### config.mk
export PLATFORM = sky130hd
export DESIGN_NAME = midi_note_tx
export DESIGN_NICKNAME = d
export VERILOG_FILES = /design/src/rtl/midi_note_tx.sv
export SDC_FILE = /design/constraint.sdc
export NUM_CORES = 1
export LEC_CHECK = 0
export BUFFER_PORTS_ARGS = -buffer_cell sky130_fd_sc_hd__buf_2
export CAP_MARGIN = 20
export CORE_ASPECT_RATIO = 1.25
export CORE_MARGIN = 1
export CORE_UTILIZATION = 50
export CTS_BUF_LIST = sky130_fd_sc_hd__clkbuf_2
export DETAILED_ROUTE_END_ITERATION = 8
export GPL_ROUTABILITY_DRIVEN = 1
export PLACE_DENSITY = 0.76
export SYNTH_ARGS = -nofsm -noshare
export SYNTH_HDL_FRONTEND = slang
export SYNTH_SLANG_ARGS = --single-unit
### constraint.sdc
create_clock -name clk -period 3.2 [get_ports clk]
set_clock_uncertainty 0.1 [all_clocks]
set_input_delay 0.16 -clock clk [delete_from_list [all_inputs] [get_ports clk]]
set_output_delay 0.16 -clock clk [all_outputs]
set_load 0.02 [all_outputs]
### src/rtl/midi_note_tx.sv
// MIDI OUT transmitter: serializes a note-on/off request as {status, D1, D2} UART bytes (8N1).
// Optional RUNNING_STATUS_EN omits the status byte when it repeats the last completed message.
module midi_note_tx #(
    parameter int CLKS_PER_BIT = 1600
) (
    input  logic       clk,
    input  logic       rst_n,
    input  logic       req,
    input  logic       note_on,
    input  logic [3:0] ch,
    input  logic [6:0] D1,
    input  logic [6:0] D2,
    output logic       ready,
    output logic       tx,
    output logic       byte_done,
    output logic       msg_done
);

    localparam int BW = (CLKS_PER_BIT > 1) ? $clog2(CLKS_PER_BIT) : 1;
    localparam logic [BW-1:0] BAUD_MAX = BW'(CLKS_PER_BIT - 1);

    typedef enum logic [1:0] {IDLE, SEND_STATUS, SEND_D1, SEND_D2} msg_state_t;
    // ARM is the single mark cycle between acceptance and the first start bit
    typedef enum logic [1:0] {ARM, START, DATA, STOP} bit_state_t;

    msg_state_t state, state_nxt;
    bit_state_t sub, sub_nxt;
    logic [BW-1:0] baud, baud_nxt;
    logic [2:0]    bit_idx, bit_nxt;
    logic [7:0]    cap_status;
    logic [6:0]    cap_d1, cap_d2;
    logic [7:0]    req_status, cur_byte;
    logic          accept, skip_status, baud_wrap;
    logic          tx_nxt, byte_done_nxt, msg_done_nxt;

    assign req_status = {1'b1, 2'b00, note_on, ch};
    assign ready      = (state == IDLE);
    assign accept     = req && ready;
    assign baud_wrap  = (baud == BAUD_MAX);

`ifdef RUNNING_STATUS_EN
    logic [7:0] last_status;
    logic       last_valid;

    assign skip_status = last_valid && (req_status == last_status);

    always_ff @(posedge clk or negedge rst_n) begin
        if (!rst_n) begin
            last_status <= 8'h00;
            last_valid  <= 1'b0;
        end else if (msg_done_nxt) begin
            last_status <= cap_status;
            last_valid  <= 1'b1;
        end
    end
`else
    assign skip_status = 1'b0;
`endif

    always_comb begin
        state_nxt     = state;
        sub_nxt       = sub;
        baud_nxt      = baud;
        bit_nxt       = bit_idx;
        byte_done_nxt = 1'b0;
        msg_done_nxt  = 1'b0;
        if (state == IDLE) begin
            if (req) begin
                state_nxt = skip_status ? SEND_D1 : SEND_STATUS;
                sub_nxt   = ARM;
                baud_nxt  = '0;
                bit_nxt   = '0;
            end
        end else begin
            case (sub)
                ARM: sub_nxt = START;
                START: begin
                    if (baud_wrap) begin
                        baud_nxt = '0;
                        sub_nxt  = DATA;
                    end else begin
                        baud_nxt = baud + 1'b1;
                    end
                end
                DATA: begin
                    if (baud_wrap) begin
                        baud_nxt = '0;
                        bit_nxt  = bit_idx + 3'd1;
                        if (bit_idx == 3'd7) sub_nxt = STOP;
                    end else begin
                        baud_nxt = baud + 1'b1;
                    end
                end
                STOP: begin
                    if (baud_wrap) begin
                        baud_nxt      = '0;
                        byte_done_nxt = 1'b1;
                        sub_nxt       = START;  // next byte starts with no idle gap
                        case (state)
                            SEND_STATUS: state_nxt = SEND_D1;
                            SEND_D1:     state_nxt = SEND_D2;
                            default: begin
                                state_nxt    = IDLE;
                                sub_nxt      = ARM;
                                msg_done_nxt = 1'b1;
                            end
                        endcase
                    end else begin
                        baud_nxt = baud + 1'b1;
                    end
                end
                default: sub_nxt = ARM;
            endcase
        end
    end

    // tx is registered from next-state so the pin never glitches
    always_comb begin
        cur_byte = 8'hFF;
        case (state_nxt)
            SEND_STATUS: cur_byte = cap_status;
            SEND_D1:     cur_byte = {1'b0, cap_d1};
            SEND_D2:     cur_byte = {1'b0, cap_d2};
            default:     cur_byte = 8'hFF;
        endcase
        tx_nxt = 1'b1;
        if (state_nxt != IDLE) begin
            case (sub_nxt)
                START:   tx_nxt = 1'b0;
                DATA:    tx_nxt = cur_byte[bit_nxt];
                default: tx_nxt = 1'b1;
            endcase
        end
    end

    always_ff @(posedge clk or negedge rst_n) begin
        if (!rst_n) begin
            state     <= IDLE;
            sub       <= ARM;
            baud      <= '0;
            bit_idx   <= '0;
            tx        <= 1'b1;
            byte_done <= 1'b0;
            msg_done  <= 1'b0;
        end else begin
            state     <= state_nxt;
            sub       <= sub_nxt;
            baud      <= baud_nxt;
            bit_idx   <= bit_nxt;
            tx        <= tx_nxt;
            byte_done <= byte_done_nxt;
            msg_done  <= msg_done_nxt;
        end
    end

    always_ff @(posedge clk or negedge rst_n) begin
        if (!rst_n) begin
            cap_status <= 8'h00;
            cap_d1     <= 7'h00;
            cap_d2     <= 7'h00;
        end else if (accept) begin
            cap_status <= req_status;
            cap_d1     <= D1;
            cap_d2     <= D2;
        end
    end

endmodule

==> metrics, run 1 <==
dominant synthesized flop cell=dfrtp_1; Vias/cell=5.55; largest net degree at the start of global routing=42; Sw Pwr=0.189 mW; H-tree depth=2; sequential share of the synthesized area=0.467; Clk pwr share=0.405; Sw Share=0.200; R2R depth=9; measured slew at the worst slew-check pin=0.936 ns; antenna cells=0; internal power=0.753 mW; GR Overflow Total=0; non-filler cells, final=around 310; Routed Antenna Nets=0; EDFF count, synth=0; final worst path period need=2.90 ns; maxcap violations=0; first-pass GRT wire length=~7.3 mm; Yosys top cell by area=dfrtp_1; CTS tree=yes; most area-consuming cells after synthesis=dfrtp_1, mux2_2, o21ai_0; Fin Hold WS=0.147 ns; effective utilization at floorplan=0.528; clock buffer count from CTS=5; # clock sinks=just over 40; # DRC=0; setup TNS=0 ns; WL/cell=~14 um; Final #Nets=~280; post-synthesis cell type count=41; # port buffers=25; synthesis-to-layout area growth=21.6%; cell total after placement=280; cell with the most instances after synthesis=dfrtp_1; hold path depth=5; GRT Total Usage=0.211; TritonRoute pass-1 iters=4; Root Driver=clkbuf_2; final WL=4.44 mm; crit share post-route=0.906; syn_nets=231; die width=61.3 um; Hold Path Class=input port to flop; synthesized flop and latch total=41; CP max FO=12; io pins=26; pwr dens=352 nW/um^2; Crit. End Element=flop; filler instances=roughly 340; Hold Fails Final Rpt=0; leak pwr=1.21 nW; final worst slack=0.300 ns; Seq pwr share=0.551; share of cells above drive strength 1=0.262; most instantiated cells after synthesis=dfrtp_1, nand2_1, mux2_2, o21ai_0, nor2_1; Routability Congestion=roughly 0.85; Core Area=4160 um^2; unrepaired setup endpoints after global routing=no; startpoint types=flop; FMAX=0.345 GHz; Worst EP arrival=3.13 ns; Ys Warns=0; initial antenna violation count=0; num rows=26; Mapped Cells=204; CP Class=flop to flop; post-synthesis average cell area=10.8 um^2; final slew viol count=0; vias in the first global route=1,593; Power, Total=0.942 mW; peak supply drop=0.422 mV; Die Area=roughly 4700 um^2; pre-CTS setup slack=0.273 ns; clock insertion delay at the later pin of the skew report=about 0.40 ns; Logic pwr share=0.044; Vias=1,709; final setup vio count=0; Setup Fix Bufs, Post-CTS=0; Initial DRC Count=125; Reg clk slew, reported paths=0.21 ns; clock tree buffer depth=2; top cell type's share of synthesized area=0.455; Die H=76.1 um; status=complete, no violations; post-DP HPWL=2.99 mm; Slew HR=0.371; Worst EP required=3.43 ns; ys async rst share=1.00; Syn Std Cell Area=roughly 2200 um^2
[repair_timing]
action,CTS,global route
endpoints found under the setup margin,0,1
hold endpoints to repair,59,0
gates resized for setup,0,1
hold buffers,20,0
[cells in the final DEF (no fill, tap or decap), types with 3 or more instances in the layout]
| master | synthesis | routed |
|---|---|---|
| dfrtp_1 | 40 | 40 |
| nand2_1 | 26 | 26 |
| buf_2 | 2 | 25 |
| o21ai_0 | 20 | 20 |
| mux2_2 | 20 | 20 |
| dlygate4sd3_1 | 0 | 20 |
| nor2_1 | 10 | 10 |
| mux2i_1 | 7 | 6 |
| nand3_1 | 6 | 6 |
| inv_1 | 5 | 5 |
| ha_1 | 5 | 5 |
| clkbuf_2 | 0 | 5 |
| nand2b_1 | 4 | 4 |
| a32oi_1 | 4 | 4 |
| a31oi_1 | 4 | 4 |
| o31ai_1 | 4 | 4 |
| and3_1 | 3 | 3 |
| a21oi_1 | 3 | 3 |
| nor3b_1 | 3 | 3 |
[final cells by class]
type	instances	area, um^2	share of cell area
clock inverters	3	65.1	0.0243
clock buffers	5	25.0	0.00936
repair buffers	47	340	0.127
inverters	5	18.8	0.00702
flip-flops and latches	41	1030	0.384
multi-input cells	151	1130	0.422
well taps	56	70.1	0.0262
[per-stage QoR]
step / area, um^2 / util
finish: 2670 / 0.642
global placement: 2380 / 0.572
global route: 2670 / 0.642
CTS: 2670 / 0.641
floorplan: 2200 / -
detailed placement: 2380 / 0.572
[logic make-up (layout without fill, tap and decap cells)]
family	Yosys count	count (layout)	share of synthesized area
AO/OA/AOI/OAI	42	42	0.122
XOR/XNOR	2	2	0.00797
adder cells (fa/ha/maj)	5	5	0.0285
buffers and inverters	12	60	0.0216
flip-flops	41	41	0.467
multiplexers	31	31	0.158
AND/OR/NAND/NOR	71	71	0.195
[state kept, by name, summed over array words and instances, names as in the netlist]
| signal | cells |
|---|---|
| cap_status | 6 |
| cap_d2 | 7 |
| state | 2 |
| baud | 11 |
| byte_done | 1 |
| sub | 2 |
| tx | 1 |
| bit_idx | 3 |
| msg_done | 1 |
| cap_d1 | 7 |
[worst paths after layout]
path | to | slack [ns] | from
setup reg to reg | tx | 0.30 | state[1]
max in group asynchronous | baud[9] | 2.16 | rst_n
hold reg to reg | baud[5] | 0.43 | baud[5]
hold / removal | sub[0] | 0.15 | req
setup / recovery | tx | 0.30 | state[1]
min in group asynchronous | baud[4] | 0.29 | rst_n
[critical path, cell delays in order (launching register included)]
cell and delay (ns):
dfrtp_1 0.46, inv_1 0.06, ha_1 0.29, nand4bb_1 0.28
nor4_4 0.44, mux2i_2 0.44, a32oi_1 0.16, a32oi_1 0.27
o31ai_1 0.09, o31ai_1 0.24
[layer usage]
metal	wire, um	share of wire	GRT usage
met5	0	0	0
met2	2320	0.52	0.348
met3	178	0.040	0.0560
met1	1870	0.42	0.264
met4	70	0.016	0.0614
[power by group through the flow]
stage	logic, mW	registers, mW	clock network (mW)
6_report	0.0411	0.519	0.382
5_1_grt	0.0462	0.519	0.410
4_1_cts	0.0411	0.519	0.388
3_5_place_dp	0.0230	0.528	0
3_3_place_gp	0.0222	0.528	0
2_1_floorplan	0.000200	0.528	0
No activity file was read; power rests on OpenSTA's default activity.
==> run 2, diff against run 1 <==
ABC_AREA = 1   (was default)
PLACE_DENSITY = 0.7   (was 0.76)
==> metrics, run 2 <==
status=complete, no violations; effective utilization at floorplan=0.520 (-0.00749); # clock sinks=41 (unchanged); Core Area=4100 um^2 (-1.6%); Slew HR=0.419 (+0.0479); Clk pwr share=0.208 (-0.197); antenna cells=0 (unchanged); cell area after layout=2590 um^2 (-3.1%); first-pass GRT wire length=7.50 mm (+2.8%); worst reg2reg path startpoint=baud[0]; most frequent cells in the layout=nand2_1, dfrtp_1, inv_1; setup TNS=0 ns (unchanged); Setup Fix Bufs, Post-CTS=0 (unchanged); top cell type's share of synthesized area=0.469 (+0.0139); peak supply drop=0.335 mV (-21%); vias in the first global route=1,784 (+12%); clock buffer count from CTS=5 (unchanged); die width=60.4 um (-1.4%); most instantiated cells after synthesis=nand2_1, dfrtp_1, inv_1; WL/cell=11.9 um (-17%); final WL=4.49 mm (+1.2%); Seq pwr share=0.537 (-0.014); Hold Fails Final Rpt=0 (unchanged); CTS tree=yes; placed inst area=2310 um^2 (-2.8%); Die H=75.0 um (-1.5%); most area-consuming cells after synthesis=dfrtp_1, nand2_1, nand3_1; initial antenna violation count=0 (unchanged); H-tree depth=2 (unchanged); Root Driver=clkbuf_2; crit share post-route=0.747 (-0.159); synthesis-to-layout area growth=21.4%; Mapped Cells=271 (+33%); io pins=26 (unchanged); Final #Nets=347 (+25%); syn_nets=298 (+29%); cell with the most instances after synthesis=nand2_1; biggest regs=baud x11, cap_d1 x7, cap_d2 x7; filler instances=385 (+14%); Worst EP arrival=2.64 ns (-0.49 ns); leak pwr=1.37 nW (+13%); Critical Path Start=baud[0]; Die Area=4530 um^2 (-2.9%); pwr dens=557 nW/um^2 (+58%); Crit. End Element=flop; maxcap violations=0 (unchanged); unrepaired setup endpoints after global routing=no; synthesized flop and latch total=41 (unchanged); largest register by flop count=baud; Yosys top cell by area=dfrtp_1; Routed Antenna Nets=0 (unchanged); GRT Total Usage=0.227 (+0.0161); post-synthesis average cell area=7.87 um^2 (-27%); measured slew at the worst slew-check pin=0.871 ns (-0.0646 ns); final worst path period need=2.39 ns (-0.508 ns); TritonRoute pass-1 iters=4 (unchanged); internal power=0.950 mW (+26%); max reg flops=11 (unchanged); Hold Path Class=input port to async pin; clock insertion delay at the later pin of the skew report=0.39 ns (about the same); leading cell type in the layout, fill and taps excluded=nand2_1; share of cells above drive strength 1=0.153 (-0.109); GR Overflow Total=0 (unchanged); Ys Warns=0 (unchanged); EDFF count, synth=0 (unchanged); Worst EP required=3.45 ns (+0.02 ns); Initial DRC Count=80 (-36%); final slew viol count=0 (unchanged); Sw Pwr=0.493 mW (+160%); CP max FO=11 (-1); ys async rst share=1.00 (unchanged); largest net degree at the start of global routing=42 (unchanged); final setup vio count=0 (unchanged); Syn Std Cell Area=2130 um^2 (-3.0%); Logic pwr share=0.256 (+0.212); FMAX=0.418 GHz (+21%); dominant synthesized flop cell=dfrtp_1; startpoint types=flop; Vias=1,859 (+8.8%); Reg clk slew, reported paths=0.22 ns (about the same); Routability Congestion=0.884 (+4.2%); Sw Share=0.342 (+0.141); CP Class=flop to flop; clock tree buffer depth=2 (unchanged); Vias/cell=4.93 (-11%); num rows=26 (unchanged); post-DP HPWL=3.10 mm (+3.5%); # port buffers=25 (unchanged); # DRC=0 (unchanged); post-synthesis cell type count=29 (-29%); sequential share of the synthesized area=0.482 (+0.0143)
==> run 2: cell types whose count changed in the layout (fill, tap and decap cells not counted), sizes merged, moves of 5 or more <==
cell / change
mux2i: -7
mux2: -24
inv: +29
o21ai: -10
nand3: +22
nor2: +5
nand4: +5
nand2: +75
==> run 2: critical path: stages (launching register included) <==
cell	delay, ns
dfrtp_1	0.41
ha_1	0.19
nand3_1	0.15
nor2_2	0.19
nand4_1	0.19
nand2_1	0.11
nand2_2	0.20
nor2_4	0.24
nand2_1	0.07
nand2_1	0.06
nand2_1	0.04
a21oi_1	0.14
nand2_1	0.07
nand3_1	0.08
nand2_1	0.05
nand2_1	0.05
==> run 2: kinds of logic after synthesis <==
kind of cell,Yosys count,share of synthesized area
DFF,41,0.482
adders and majority gates,5,0.0293
and+or+nand+nor,154,0.322
xor gates and xnor gates,5,0.0205
buffers and inverters,41,0.0780
AOI/OAI and AO/OA,25,0.0686
==> run 2: cell type report <==
| cell class | instances | area [um^2] | area share |
|---|---|---|---|
| Timing Repair Buffer | 48 | 350 | 0.135 |
| Sequential cell | 41 | 1030 | 0.397 |
| Inverter | 35 | 136 | 0.0527 |
| Clock inverter | 3 | 41.3 | 0.0159 |
| Tap cell | 56 | 70.1 | 0.0271 |
| Multi-Input combinational cell | 189 | 940 | 0.363 |
| Clock buffer | 5 | 25.0 | 0.00966 |
==> run 2: stage by stage <==
step | hold slack [ns] | total power, mW | setup WS (ns) | cells | util
after floorplan | -0.236 | 1.02 | 1.18 | 271 | -
after global placement | 0.233 | 1.12 | 0.928 | 348 | 0.564
after detailed placement | 0.239 | 1.13 | 0.878 | 348 | 0.564
after CTS | 0.303 | 1.46 | 0.824 | 377 | 0.632
after global routing | 0.320 | 1.55 | 0.585 | 377 | 0.632
final | 0.274 | 1.44 | 0.809 | 377 | 0.632
==> run 2: repair_timing <==
item                                   CTS  global route
resized for setup                        0             0
endpoints found under the hold margin   60             0
hold buffers                            21             0
==> run 2: worst paths after layout <==
check	endpoint	slack (ns)	depth (start not counted)
setup / recovery	tx	0.81	15
hold / removal	baud[3]	0.27	2
setup reg to reg	tx	0.81	15
hold reg to reg	cap_status[7]	0.40	2
max in group asynchronous	bit_idx[1]	2.16	2
min in group clk	cap_status[0]	0.38	4
==> run 2: power by group through the flow <==
stage          combinational (mW)  clock [mW]  sequential, mW
2_1_floorplan               0.271           0           0.753
3_3_place_gp                0.339           0           0.781
3_5_place_dp                0.350           0           0.783
4_1_cts                     0.374       0.310           0.773
5_1_grt                     0.429       0.331           0.794
6_report                    0.369       0.300           0.774
==> run 2: layer usage <==
layer | track usage | up-vias | wire length (um)
met3 | 0.0515 | 4 | 128
met4 | 0.0833 | 0 | 44
li1 | - | 966 | -
met5 | 0 | - | 0
met2 | 0.421 | 32 | 2420
met1 | 0.248 | 857 | 1890
==> run 3, diff against run 2 <==
clock period = 2.45 ns   (was 3.2 ns; I/O delays follow)
==> metrics, run 3 (same netlist as run 2, synthesis figures left out) <==
status=complete, no violations; Logic pwr share=0.260 (+0.004); WL/cell=11.7 um (-1.7%); final slew viol count=0 (unchanged); biggest regs=baud x11, cap_d1 x7, cap_d2 x7; GR Overflow Total=0 (unchanged); largest net degree at the start of global routing=42 (unchanged); crit share post-route=0.932 (+0.185); share of cells above drive strength 1=0.160 (+0.00785); Core Util, Final=0.637 (+0.00488); max reg flops=11 (unchanged); Sw Share=0.333 (-0.00866); setup TNS=0 ns (unchanged); Seq pwr share=0.537 (about the same); non-filler cells, final=380 (+0.80%); filler instances=374 (-2.9%); final setup vio count=0 (unchanged); placed inst area=2330 um^2 (+0.65%); most frequent cells in the layout=nand2_1, dfrtp_1, inv_1; multi-input gate area in the final layout=940 um^2 (unchanged); leading cell type in the layout, fill and taps excluded=nand2_1; R2R depth=16 (+1); Reg area=1030 um^2 (unchanged); Hold Path Class=input port to async pin; internal power=1.26 mW (+32%); Clk pwr share=0.203 (-0.005); num rows=26 (unchanged); die width=60.4 um (unchanged); FMAX=0.438 GHz (+4.7%); CP Class=flop to flop; initial antenna violation count=0 (unchanged); final worst path period need=2.28 ns (-0.107 ns); RR Endpoint=tx; TritonRoute pass-1 iters=4 (unchanged); worst reg2reg path startpoint=baud[0]; Die Area=4530 um^2 (unchanged); Reg clk slew, reported paths=0.20 ns (-0.02 ns); largest register by flop count=baud; post-DP HPWL=3.16 mm (+2.1%); final worst slack=0.166 ns (-0.643 ns); Critical Path Start=baud[0]; final WL=4.45 mm (-0.89%); Slew HR=0.409 (-0.0102); GRT Total Usage=0.225 (-0.00227); Routed Antenna Nets=0 (unchanged); pwr dens=722 nW/um^2 (+30%); vias in the first global route=1,814 (+1.7%); Vias=1,888 (+1.6%); startpoint types=flop; unrepaired setup endpoints after global routing=no; measured slew at the worst slew-check pin=0.887 ns (+0.0154 ns); H-tree depth=2 (unchanged); Worst EP arrival=2.52 ns (-0.12 ns); flop2flop setup slack=0.17 ns (-0.64 ns); Core Area=4100 um^2 (unchanged); Sw Pwr=0.627 mW (+27%); cell total after placement=350 (+0.57%); CP max FO=9 (-2); leak pwr=1.39 nW (+1.3%); Initial DRC Count=108 (+35%); clock buffer count from CTS=5 (unchanged); clock insertion delay at the later pin of the skew report=0.38 ns (about the same); Routability Congestion=0.810 (-8.4%); Power, Total=1.88 mW (+31%); Fin Hold WS=0.257 ns (-0.0174 ns); Final #Nets=350 (+0.86%); Root Driver=clkbuf_2; cell area after layout=2610 um^2 (+0.77%); Hold Fails Final Rpt=0 (unchanged); antenna cells=0 (unchanged); # DRC=0 (unchanged); CTS tree=yes; Worst EP required=2.69 ns (-0.76 ns); clock tree buffer depth=2 (unchanged); pre-CTS setup slack=0.196 ns (-0.682 ns); Die H=75.0 um (unchanged); synthesis-to-layout area growth=22.3%; # port buffers=25 (unchanged); Crit. End Element=flop; # clock sinks=41 (unchanged); effective utilization at floorplan=0.520 (unchanged); io pins=26 (unchanged); Critical Path Sink=tx; peak supply drop=0.349 mV (+4.3%); first-pass GRT wire length=7.56 mm (+0.73%); maxcap violations=0 (unchanged); Vias/cell=4.97 (+0.76%)
run 3: cell count changes in the layout (fill, tap and decap cells not counted), sizes merged:
cell,before,now
buf,27,30
clkbuf,5,6
clkinvlp,1,0
run 3: power groups by stage:
| stage | clock network (mW) | registers, mW | logic, mW |
|---|---|---|---|
| after detailed placement | 0 | 1.03 | 0.456 |
| after CTS | 0.399 | 1.01 | 0.486 |
| after floorplan | 0 | 0.984 | 0.354 |
| after global placement | 0 | 1.02 | 0.446 |
| final | 0.383 | 1.01 | 0.490 |
| after global routing | 0.423 | 1.04 | 0.575 |
run 3: layer usage:
metal  part of all wire  track usage  up-vias
met3              0.034       0.0412       11
met4              0.025       0.0960        0
met2               0.52        0.419       50
met5                  0            0        -
li1                   -            -      967
met1               0.42        0.244      860
run 3: worst min-delay path by stage:
stage,start,to,slack [ns],cells after the start
final,rst_n,baud[3],0.26,2
after global routing,rst_n,baud[0],0.31,2
after CTS,rst_n,bit_idx[1],0.28,2
after detailed placement,rst_n,baud[3],0.20,1
after global placement,rst_n,baud[2],0.19,1
after floorplan,rst_n,baud[0],-0.27,0
run 3: worst max-delay path, stage by stage (launching register included):
cell and delay [ns]:
dfrtp_1 0.40, ha_1 0.18, nand2_1 0.09, nor2_2 0.10
nand2_2 0.08, nor2_4 0.17, nand4_1 0.12, nand2_2 0.15
buf_4 0.20, nand3_2 0.08, nand2_1 0.06, nand2_1 0.04
a21oi_1 0.19, nand2_1 0.08, nand3_1 0.08, nand2_1 0.05
nand2_1 0.06
run 3: layout make-up:
class                   count  share of cell area
flip-flops and latches     41               0.394
clock inverters             2              0.0129
repair buffers             51               0.143
well taps                  56              0.0268
inverters                  35              0.0523
clock buffers               6              0.0115
multi-input cells         189               0.360
run 3: what timing repair did:
item	in CTS	in global routing
setup endpoints to repair	0	1
buffers inserted	0	1
hold buffers	21	0
endpoints found under the hold margin	61	0
gates resized for setup	0	0
